===== config.mk =====
export PLATFORM = sky130hd
export DESIGN_NAME = screen_sequencer
export DESIGN_NICKNAME = d
export VERILOG_FILES = /design/src/rtl/screen_sequencer_pkg.sv /design/src/rtl/screen_sequencer_frame_tick_gen.sv /design/src/rtl/screen_sequencer.sv
export SDC_FILE = /design/constraint.sdc
export NUM_CORES = 1
export LEC_CHECK = 0
export BUFFER_PORTS_ARGS = -buffer_cell sky130_fd_sc_hd__buf_2
export CORE_MARGIN = 2
export CORE_UTILIZATION = 40
export DETAILED_ROUTE_END_ITERATION = 10
export GPL_TIMING_DRIVEN = 0
export HOLD_SLACK_MARGIN = 0.06
export PLACE_DENSITY = 0.67
export SYNTH_ARGS = -nofsm -noshare
export SYNTH_HDL_FRONTEND = slang
export SYNTH_SLANG_ARGS = --single-unit

===== constraint.sdc =====
create_clock -name clk -period 3.65 [get_ports clk]
set_input_delay 0.365 -clock clk [delete_from_list [all_inputs] [get_ports clk]]
set_output_delay 0.365 -clock clk [all_outputs]
set_load 0.005 [all_outputs]

===== src/rtl/screen_sequencer_pkg.sv =====
// Shared types and constants for the screen sequencer: screen encoding,
// bus widths and display geometry.
package screen_sequencer_pkg;

  localparam int unsigned RGB_W       = 5;
  localparam int unsigned COORD_W     = 11;
  localparam int unsigned FRAME_CNT_W = 28;

  localparam int unsigned SCREEN_WIDTH  = 640;
  localparam int unsigned SCREEN_HEIGHT = 480;

  localparam logic [RGB_W-1:0] COLOR_BLACK = 5'b00000;

  typedef enum logic [1:0] {
    TITLE = 2'd0,
    PLAY  = 2'd1,
    WIN   = 2'd2,
    LOSE  = 2'd3
  } screen_e;

  // WIN and LOSE share the dwell / timeout behaviour.
  function automatic logic is_end_screen(input screen_e s);
    return (s == WIN) || (s == LOSE);
  endfunction

endpackage


===== src/rtl/screen_sequencer_frame_tick_gen.sv =====
// Edge detectors feeding the sequencer: one pulse per video frame and one
// pulse per start-button press.
module frame_tick_gen
  import screen_sequencer_pkg::*;
(
  input  logic               clk,
  input  logic               reset,
  input  logic [COORD_W-1:0] pixel_x,
  input  logic [COORD_W-1:0] pixel_y,
  input  logic               start_btn,
  output logic               frame_tick_c,
  output logic               start_press_c
);

  logic at_origin_c;
  logic origin_prev;
  logic start_prev;

  assign at_origin_c = (pixel_x == '0) && (pixel_y == '0);

  // History resets to "at origin" and "button high" so neither a held
  // origin nor a held button fires right after reset.
  always_ff @(posedge clk) begin
    if (reset) begin
      origin_prev <= 1'b1;
      start_prev  <= 1'b1;
    end else begin
      origin_prev <= at_origin_c;
      start_prev  <= start_btn;
    end
  end

  assign frame_tick_c  = at_origin_c && !origin_prev;
  assign start_press_c = start_btn && !start_prev;

endmodule


===== src/rtl/screen_sequencer.sv =====
// Game screen state machine (TITLE/PLAY/WIN/LOSE) with end-screen dwell
// timing and a registered per-screen colour mux.
module screen_sequencer
  import screen_sequencer_pkg::*;
#(
  parameter int unsigned HOLD_FRAMES    = 120,
  parameter int unsigned TIMEOUT_FRAMES = 600
) (
  input  logic                   clk,
  input  logic                   reset,
  input  logic                   video_on,
  input  logic [COORD_W-1:0]     pixel_x,
  input  logic [COORD_W-1:0]     pixel_y,
  input  logic                   start_btn,
  input  logic                   aliens_cleared,
  input  logic                   player_dead,
  input  logic [RGB_W-1:0]       title_rgb,
  input  logic [RGB_W-1:0]       game_rgb,
  input  logic [RGB_W-1:0]       win_rgb,
  input  logic [RGB_W-1:0]       lose_rgb,
  output logic [RGB_W-1:0]       vga_rgb,
  output logic [FRAME_CNT_W-1:0] frame_count,
  output logic [1:0]             screen_sel,
  output logic                   game_run,
  output logic                   game_restart
);

  localparam int unsigned DWELL_W = $clog2(TIMEOUT_FRAMES + 1);

  screen_e            state_q;
  screen_e            state_d;
  logic [DWELL_W-1:0] dwell_q;
  logic               frame_tick_c;
  logic               start_press_c;
  logic               dwell_done_c;
  logic               hold_met_c;
  logic               game_run_d;
  logic               game_restart_d;
  logic [RGB_W-1:0]   rgb_sel_c;

  frame_tick_gen u_tick_gen (
    .clk           (clk),
    .reset         (reset),
    .pixel_x       (pixel_x),
    .pixel_y       (pixel_y),
    .start_btn     (start_btn),
    .frame_tick_c  (frame_tick_c),
    .start_press_c (start_press_c)
  );

  assign dwell_done_c = (32'(dwell_q) == TIMEOUT_FRAMES);
  assign hold_met_c   = (32'(dwell_q) >= HOLD_FRAMES);

  // State and registered status outputs.
  always_ff @(posedge clk) begin
    if (reset) begin
      state_q      <= TITLE;
      game_run     <= 1'b0;
      game_restart <= 1'b0;
    end else begin
      state_q      <= state_d;
      game_run     <= game_run_d;
      game_restart <= game_restart_d;
    end
  end

  // Next-state; a simultaneous death and clear resolves to LOSE.
  always_comb begin
    state_d = state_q;
    case (state_q)
      TITLE: if (start_press_c) state_d = PLAY;
      PLAY: begin
        if (player_dead)         state_d = LOSE;
        else if (aliens_cleared) state_d = WIN;
      end
      WIN, LOSE: begin
        if (dwell_done_c || (start_press_c && hold_met_c)) state_d = TITLE;
      end
      default: state_d = TITLE;
    endcase
  end

  // Output decode, registered alongside the state.
  always_comb begin
    game_run_d     = 1'b0;
    game_restart_d = 1'b0;
    rgb_sel_c      = title_rgb;
    game_run_d     = (state_d == PLAY);
    game_restart_d = (state_q == TITLE) && (state_d == PLAY);
    case (state_q)
      TITLE:   rgb_sel_c = title_rgb;
      PLAY:    rgb_sel_c = game_rgb;
      WIN:     rgb_sel_c = win_rgb;
      LOSE:    rgb_sel_c = lose_rgb;
      default: rgb_sel_c = title_rgb;
    endcase
  end

  // Dwell restarts on every state change and only counts on end screens.
  always_ff @(posedge clk) begin
    if (reset || (state_d != state_q) || !is_end_screen(state_q)) begin
      dwell_q <= '0;
    end else if (frame_tick_c && !dwell_done_c) begin
      dwell_q <= dwell_q + DWELL_W'(1);
    end
  end

  always_ff @(posedge clk) begin
    if (reset) begin
      vga_rgb     <= COLOR_BLACK;
      frame_count <= '0;
    end else begin
      vga_rgb     <= video_on ? rgb_sel_c : COLOR_BLACK;
      frame_count <= frame_count + FRAME_CNT_W'(1);
    end
  end

  assign screen_sel = state_q;

endmodule

Word level (Yosys, flattened, before mapping)
Cells that the tools add are included.

Bits in registers: 49. Output and inout port bits: 37. Input port bits: 48. Logic and storage cells: 43.

Magnitude comparators: 1. Reduce and logical (&&, ||, !) cells: 19. $add $sub $neg: 2. Mux-type cells: 6. Eq/ne operators: 6. Bitwise operators: 1.

Operators by type and width (number): 28-bit by 1-bit adder with 28-bit output (second input constant) (1); 11-bit zero test (2); 5-bit one-hot mux with 4 select lines (1); 10-bit by 1-bit adder with 10-bit output (second input constant) (1); 10-bit equality test (second input constant) (1); 10-bit by 7-bit greater-or-equal comparator with 1-bit output (second input constant) (1); 2-bit 2-to-1 mux (4); 1-bit logical AND (6); 2-bit one-hot mux with 3 select lines (1); 2-bit by 1-bit equality test with 1-bit output (second input constant) (2); 2-bit equality test (second input constant) (2); 1-bit zero test (4); 1-bit logical OR (4); 2-bit OR reduction (2); 2-bit zero test (1); 2-bit inequality test (1); 1-bit inverter (1).

Depth between registers and ports, before layout
Gate-level depths: netlist of run 1.

Depth in word-level cells: 9. Gate-level depth with buffers: 9. Mapped depth without buffers: 7.

Modules after synthesis
A second synthesis of run 1 with hierarchy kept.

Cell total of the unflattened synthesis: 250. Area, all modules: 2265.9 sq um.

Modules (own cells, without submodules): screen_sequencer (cells an instance 236, instances 1, area each 2150.8 sq um, sequential area each 940.9 sq um); frame_tick_gen (cells an instance 14, instances 1, area each 115.1 sq um, sequential area each 40.0 sq um).

Worst setup path after synthesis of run 1
Ideal clock, no wire load.

Kind: reg2reg. Start: register dwell_q[0]. End: register dwell_q[6]. Buffers on the path: 1. Slack: 1618 ps. Stages on the path, launching flop included: 9. Arrival time: 1962 ps. Period minus slack after synthesis: 2032 ps. Data required time: 3579 ps. Library setup time: 71 ps. Cells stage by stage: dfxtp_1 > inv_1 > ha_1 > nand4bb_1 > nor4_1 > or4_1 > buf_2 > or4_1 > a21oi_1.

Longest elaborated chain between the ends: 8. Elaborated cells on any way between the ends: 12. Classes of those cells: add/sub: 1; order compare: 1; eq/ne: 2; mux: 2; reduce/logical: 6.

Ends and longest elaborated chain: start: declaration (line screen_sequencer.sv:32) `logic [DWELL_W-1:0] dwell_q;`; start signal: assignment (line screen_sequencer.sv:104) `dwell_q <= dwell_q + DWELL_W'(1);`; 10-bit by 7-bit greater-or-equal comparator with 1-bit output (line screen_sequencer.sv:52) `assign hold_met_c = (32'(dwell_q) >= HOLD_FRAMES);`; 1-bit logical AND (line screen_sequencer.sv:77) `if (dwell_done_c || (start_press_c && hold_met_c)) state_d = TITLE;`; 1-bit logical OR (line screen_sequencer.sv:77); 2-bit 2-to-1 mux (line screen_sequencer.sv:77); 2-bit one-hot mux with 3 select lines (line screen_sequencer.sv:70) `case (state_q)`; 2-bit inequality test (line screen_sequencer.sv:101) `if (reset || (state_d != state_q) || !is_end_screen(state_q)) begin`; 1-bit logical OR (2 in series) (line screen_sequencer.sv:101).

Parallel ways exist; a longest one is shown, timed or not. A chain may end at the register's enable or synchronous reset.

Final worst setup path of run 1
Start: register dwell_q[0]. End: register dwell_q[2].

Same word-level chain as after synthesis.

==> results of run 1 <==
[final timing paths]
kind,start,to,slack (ns),depth (start not counted)
min,start_btn,u_tick_gen.start_prev,0.27,2
max,dwell_q[0],dwell_q[2],1.44,9
max reg2reg,dwell_q[0],dwell_q[2],1.44,9
min reg2reg,frame_count[0],frame_count[0],0.48,1
[cells by family after synthesis]
logic type      count (synthesis)  synth area share, %
buf+inv                        19                3.274
simple gates                  127                29.41
flops                          49                43.51
compound gates                 23                6.216
xor+xnor                       27                10.49
mux                             6                5.439
fa+ha+maj                       3                1.665
[per-stage QoR]
stage / area (sq um) / total power, mW
finish: 2872 / 1.015
CTS: 2872 / 1.028
global route: 2872 / 1.057
detailed placement: 2760 / 0.6393
floorplan: 2255 / 0.5984
global placement: 2760 / 0.6377
[layout make-up]
class                      count  area, sq um  share of cell area, %
buffer                        13        51.30                  1.786
clock buffer                   6        72.57                  2.527
clock inverter                 2        38.79                  1.351
inverter                       6        22.52                 0.7843
multi-input combinational    186         1200                  41.79
sequential                    49        980.9                  34.16
tap                           72        90.09                  3.137
timing repair buffer          83        415.4                  14.47
[power groups by stage]
stage                     Clock, mW  Combinational [mW]  Sequential, mW
after floorplan                   0              0.0374           0.561
after global placement            0              0.0775           0.560
after detailed placement          0              0.0789           0.560
after CTS                     0.401              0.0797           0.548
after global routing          0.419              0.0881           0.549
final                         0.388              0.0788           0.548
[metal layers]
layer | vias up | wire, um | share of wire, % | track usage, %
met5 | - | 0 | 0 | 0
met4 | 0 | 61 | 1.2 | 5.172
met3 | 6 | 492 | 9.5 | 4.659
met2 | 93 | 2104 | 41 | 25.25
met1 | 958 | 2503 | 48 | 24.02
li1 | 1081 | - | - | -
[registers in the layout, summed over array words and instances (netlist names)]
signal	flops
vga_rgb	5
u_tick_gen.start_prev	1
screen_sel	2
u_tick_gen.origin_prev	1
game_run	1
game_restart	1
dwell_q	10
frame_count	28
[worst register-to-register path: stages, from the launching register on]
cell,delay (ns)
dfxtp_1,0.36
inv_1,0.08
ha_1,0.21
nand4bb_1,0.13
nor4_1,0.08
or4_1,0.50
buf_2,0.16
buf_2,0.19
or3_1,0.32
a21oi_1,0.14
[synthesized netlist by cell type]
cell,instances,area share (%)
or4_1,5,1.7
inv_1,6,1.0
or3_1,5,1.4
and4bb_2,1,0.55
o41ai_1,1,0.39
nand2_1,15,2.5
nand4bb_1,1,0.50
mux4_2,5,5.0
nor3_1,10,2.2
xor2_1,7,2.7
nor4_1,13,3.6
o21ai_0,4,0.89
nor4bb_1,1,0.44
or2_2,2,0.55
dfxtp_1,49,44
nand4_1,8,2.2
o31ai_1,4,1.3
nor2b_1,6,1.7
nand2b_1,2,0.55
and3_1,3,0.83
nand3_1,11,2.4
nor2_1,40,6.7
clkbuf_1,11,1.8
a221oi_1,1,0.39
mux2i_1,1,0.44
and4_1,2,0.78
nor4_2,1,0.55
buf_2,2,0.44
a21oi_1,11,2.4
o32a_1,1,0.44
ha_1,3,1.7
o21bai_1,1,0.33
and2_1,1,0.28
xnor2_1,20,7.8
==> metrics.md, run 1 <==
| Metric | Value |
|---|---|
| Pin count of the biggest net entering global routing | `16` |
| Post-synth cell types | `34` |
| Total clock buffers created by CTS | `5` |
| Clock Pin Slew Worst Setup and Hold Paths | `0.09 ns` |
| Post-Place Worst Slack | `1.397 ns` |
| Fmax | `approximately 450 MHz` |
| Post-DR vias/cell | `between 5 and 6` |
| Setup TNS | `0 ns` |
| Non-Filler Instances | `417` |
| DRT Wirelength | `around 5.2 mm` |
| Final HPWL DP | `3.897 mm` |
| CTS H-tree depth | `2` |
| CP bufs+invs | `3` |
| Die W | `79.08 um` |
| Clock Power Share | `38.2%` |
| CP Cell Sequence | `inv_1 -> ha_1 -> nand4bb_1 -> nor4_1 -> or4_1 -> buf_2 -> buf_2 -> or3_1 -> a21oi_1` |
| CP Class | `reg2reg` |
| # setup viols final | `0` |
| Post-CTS Setup Bufs | `0` |
| Post-CTS Resized | `0` |
| Crit start category | `register` |
| FF+latch count, synth | `a little under 50` |
| Outcome | `completed` |
| Layout Utilization | `between 50% and 60%` |
| First-pass GRT wire length | `8.521 mm` |
| Vias in the first global route | `1905` |
| Worst slew margin relative to its limit | `between 60% and 70%` |
| CP required | `3.88 ns` |
| Initial antenna violation count | `0` |
| Number of remaining DRC errors | `0` |
| Clock Tree Root | `clkbuf_8` |
| Setup ws final | `about 1.4 ns` |
| CP delay by family, top | `simple AND/OR/NAND/NOR gates` |
| Initial drt markers | `roughly 170` |
| Crit path max-delay cell type | `or4_1` |
| Grt total ovfl | `0` |
| Die ar. | `6253 sq um` |
| Worst vdd ir | `0.0002227 V` |
| CTS Sinks | `49` |
| Die Y | `between 70 and 80 um` |
| Clk buf depth | `2` |
| Sw frac | `21.86%` |
| Synth warn | `0` |
| Final Slew Violations | `0` |
| Hold Slack | `0.2736 ns` |
| Setup Skew | `0.01485 ns` |
| P&R area growth vs syn | `27.36%` |
| Total number of vias | `2138` |
| IO buf count | `between 80 and 90` |
| Reg power frac | `54.0%` |
| Critical Path Max Stage Delay | `0.50 ns` |
| Sw power | `around 0.22 mW` |
| Hold Path Class | `in2reg` |
| Fraction of layout cells with a size suffix above 1 | `slightly below 30%` |
| Total Nets Final | `395` |
| Antenna diode count | `0` |
| Starting Density | `41.20%` |
| Pleak | `1.116 nW` |
| Rows | `27` |
| Filler Cell Count | `roughly 540` |
| Tightest Pin Transition | `between 0.5 and 0.6 ns` |
| Max_cap viols | `0` |
| CTS tree | `built` |
| WL/cell | `12.38 um` |
| Crit end category | `register` |
| Syn_nets | `305` |
| Final period util | `about three fifths` |
| Core Area | `5473 sq um` |
| Tmin final | `2.208 ns` |
| Syn_area_per_cell | `8.877 sq um` |
| Comb power frac | `7.8%` |
| Worst Path Max Fanout | `10` |
| Placer Congestion | `0.7905` |
| Sequential share of the synthesized area | `43.51%` |
| Hold Buf Count CTS | `0` |
| Placed Cells | `between 400 and 500` |
| First-pass DRT Iterations | `4` |
| Final count of hold timing violations | `0` |
| Io pins | `between 80 and 90` |
| Internal power | `0.7928 mW` |
| Cells after Synth | `254` |
| Commonest cells after routing, fill and taps aside | `buf_2, dfxtp_1, nor2_1, xnor2_1, nand2_1` |
| RSZ-0062 raised after global routing | `false` |
| Crit-path most repeated cell | `buf_2` |
| Clock latency on the worst-skew pair | `0.30 ns` |
| Antenna-violating nets left | `0` |
| Mapped Area | `2255 sq um` |
| Pwr dens | `~350 nW/um^2` |
| Tot GR Track Use | `16.99%` |
| Commonest non-fill, non-tap cell in the layout | `buf_2` |
| WP data arrival | `roughly 2.4 ns` |
Note: power is estimated with default switching activity, not from simulation.
==> run 2: changes to the inputs <==
Clock period 3.65 ns to 2.3 ns, I/O delays scaled along.
==> run 2 against run 1 <==
Against the previous run:
- core utilization grew 0.66 points
- sequential power up 59%
- global-route usage is the same
- first-iteration DRC count decreased by 12%
- non-clock buffer count unchanged
- combinational power up 59%
- critical path depth decreased by 1
- final cell count stayed put
- register-to-register slack got worse by 1.3 ns
==> metrics.md, run 2 (synthesized netlist as in run 1, its figures left out) <==
| Metric | Value |
|---|---|
| Post-DR vias/cell | `5.177 (+0.98%)` |
| Internal power | `1.258 mW (+59%)` |
| Pin count of the biggest net entering global routing | `16 (unchanged)` |
| Tightest Pin Transition | `0.5953 ns (+0.004269 ns)` |
| # setup viols final | `0 (unchanged)` |
| Number of remaining DRC errors | `0 (unchanged)` |
| Worst Path Max Fanout | `7 (-3)` |
| Hold Slack | `0.1375 ns (-0.1361 ns)` |
| Min-delay src | `start_btn` |
| Critical Path Max Stage Delay | `0.52 ns (+0.02 ns)` |
| Worst vdd ir | `0.0003598 V (+62%)` |
| Clock Power Share | `38.2% (about the same)` |
| Die W | `79.08 um (unchanged)` |
| Total Nets Final | `395 (unchanged)` |
| Initial antenna violation count | `0 (unchanged)` |
| Initial drt markers | `146 (-12%)` |
| Layout Utilization | `53.13% (+0.66 points)` |
| Vias in the first global route | `1905 (unchanged)` |
| First-pass GRT wire length | `8.521 mm (unchanged)` |
| Clock Pin Slew Worst Setup and Hold Paths | `0.09 ns (about the same)` |
| IO buf count | `83 (unchanged)` |
| Fraction of layout cells with a size suffix above 1 | `31.59% (+2.3 points)` |
| Pwr dens | `554.0 nW/um^2 (+57%)` |
| R2R setup slack | `0.11 ns (-1.33 ns)` |
| WP data arrival | `2.44 ns (about the same)` |
| Setup ws final | `0.1096 ns (-1.333 ns)` |
| Outcome | `completed` |
| Sequential Area | `983.4 sq um (+0.26%)` |
| CTS H-tree depth | `2 (unchanged)` |
| First-pass DRT Iterations | `4 (unchanged)` |
| Setup Skew | `0.01483 ns (-0.00002400 ns)` |
| Final HPWL DP | `3.897 mm (unchanged)` |
| Crit start category | `register` |
| CP Class | `reg2reg` |
| Hold EP | `u_tick_gen.start_prev` |
| Post-Place Worst Slack | `0.1006 ns (-1.297 ns)` |
| Hold Path Class | `in2reg` |
| P&R area growth vs syn | `28.97%` |
| Final count of hold timing violations | `0 (unchanged)` |
| Rows | `27 (unchanged)` |
| Post-CTS Resized | `0 (unchanged)` |
| Tot GR Track Use | `16.99% (unchanged)` |
| Clk buf depth | `2 (unchanged)` |
| FF-to-FF Start | `dwell_q[0]` |
| Max reg flops | `28 (unchanged)` |
| CTS Sinks | `49 (unchanged)` |
| Commonest non-fill, non-tap cell in the layout | `buf_2` |
| Final Slew Violations | `0 (unchanged)` |
| Die ar. | `6253 sq um (unchanged)` |
| Pleak | `1.125 nW (+0.82%)` |
| Fmax | `456.5 MHz (+0.79%)` |
| Multi-input gate area | `1225 sq um (+2.1%)` |
| Largest regs | `frame_count: 28 flops, dwell_q: 10 flops, vga_rgb: 5 flops` |
| Clock latency on the worst-skew pair | `0.30 ns (about the same)` |
| Commonest cells after routing, fill and taps aside | `buf_2, dfxtp_1, nor2_1, xnor2_1, nand2_1` |
| CTS tree | `built` |
| Comb power frac | `7.8% (about the same)` |
| Filler Cell Count | `538 (-1.1%)` |
| CP Cell Sequence | `inv_1 -> ha_1 -> nand4bb_1 -> nor4_1 -> or4_1 -> buf_6 -> or4_1 -> a21oi_2` |
| Worst slew margin relative to its limit | `59.95% (-0.29 points)` |
| Grt total ovfl | `0 (unchanged)` |
| Final period util | `95.24% (+35 points)` |
| Sw frac | `21.90% (+0.035 points)` |
| Io pins | `85 (unchanged)` |
| Post-CTS Setup Bufs | `0 (unchanged)` |
| WL/cell | `12.62 um (+2.0%)` |
| Antenna-violating nets left | `0 (unchanged)` |
| Hold Buf Count CTS | `0 (unchanged)` |
| Crit end category | `register` |
| Tmin final | `2.190 ns (-0.01726 ns)` |
| Post-route cell area | `2908 sq um (+1.3%)` |
| Worst hold path depth | `2 (unchanged)` |
| Placer Congestion | `0.7905 (unchanged)` |
| Crit path max-delay cell type | `or4_1` |
| DRT Wirelength | `5.264 mm (+2.0%)` |
| Clock Tree Root | `clkbuf_8` |
| Biggest register | `frame_count` |
| Antenna diode count | `0 (unchanged)` |
| Placed cell area | `2760 sq um (unchanged)` |
| CP required | `2.55 ns (-1.33 ns)` |
| Reg2reg end | `dwell_q[6]` |
| Max_cap viols | `0 (unchanged)` |
| Core Area | `5473 sq um (unchanged)` |
| Starting Density | `41.20% (unchanged)` |
| Die Y | `79.08 um (unchanged)` |
| Total number of vias | `2159 (+0.98%)` |
| Sw power | `0.3527 mW (+59%)` |
| Reg power frac | `54.0% (about the same)` |
| Total clock buffers created by CTS | `5 (unchanged)` |
| Crit-path most repeated cell | `or4_1` |
| Reg2Reg Depth | `8 (-1)` |
run 2: changes by cell type in the layout (fill, tap and decap cells not counted), moves of 2 or more:
| cell | delta |
|---|---|
| dfxtp_2 | +2 |
| o31ai_2 | +2 |
| dfxtp_1 | -2 |
| buf_2 | -2 |
| a21oi_1 | -3 |
| a21oi_2 | +3 |
| o31ai_1 | -2 |
run 2: how the worst max path moves through the flow:
stage               start          to  slack [ns]  cells past startpoint
2_1_floorplan  dwell_q[0]  dwell_q[6]        0.27                      8
3_3_place_gp   dwell_q[0]  dwell_q[6]        0.13                      8
3_5_place_dp   dwell_q[0]  dwell_q[6]        0.10                      8
4_1_cts        dwell_q[0]  dwell_q[6]        0.09                      8
5_1_grt        dwell_q[0]  dwell_q[6]       -0.03                      8
6_report       dwell_q[0]  dwell_q[6]        0.11                      8
run 2: final cells by class:
cell class,instances,area share (%)
Sequential cell,49,33.82
Timing Repair Buffer,83,14.29
Tap cell,72,3.098
Clock buffer,6,2.496
Clock inverter,2,1.334
Inverter,6,0.7745
Buffer,13,2.065
Multi-Input combinational cell,186,42.13
run 2: worst max-delay path, delay by kind of cell, from the launching register on:
| kind | cells | cell delay (ns) |
|---|---|---|
| simple gates | 4 | 1.25 |
| flops | 1 | 0.34 |
| buf+inv | 2 | 0.21 |
| fa+ha+maj | 1 | 0.20 |
| compound gates | 1 | 0.14 |
run 2: power groups by stage:
stage               Combinational (mW)  Sequential (mW)  Clock, mW
global placement                 0.123            0.889          0
CTS                              0.126            0.870      0.636
finish                           0.125            0.869      0.616
global route                     0.140            0.872      0.666
floorplan                       0.0593            0.890          0
detailed placement               0.125            0.889          0
run 2: metal layers:
metal	wire length (um)	global-route usage [%]	part of all wire, %
met1	2493	24.02	47
met5	0	0	0
met2	2175	25.25	41
met3	533	4.659	10
met4	61	5.172	1.2
run 2: stage by stage:
step | power (mW) | cells | setup TNS (ns)
after global placement | 1.012 | 409 | 0
after CTS | 1.632 | 417 | 0
after detailed placement | 1.015 | 409 | 0
final | 1.611 | 417 | 0
after global routing | 1.678 | 417 | -0.02690
after floorplan | 0.9496 | 254 | 0
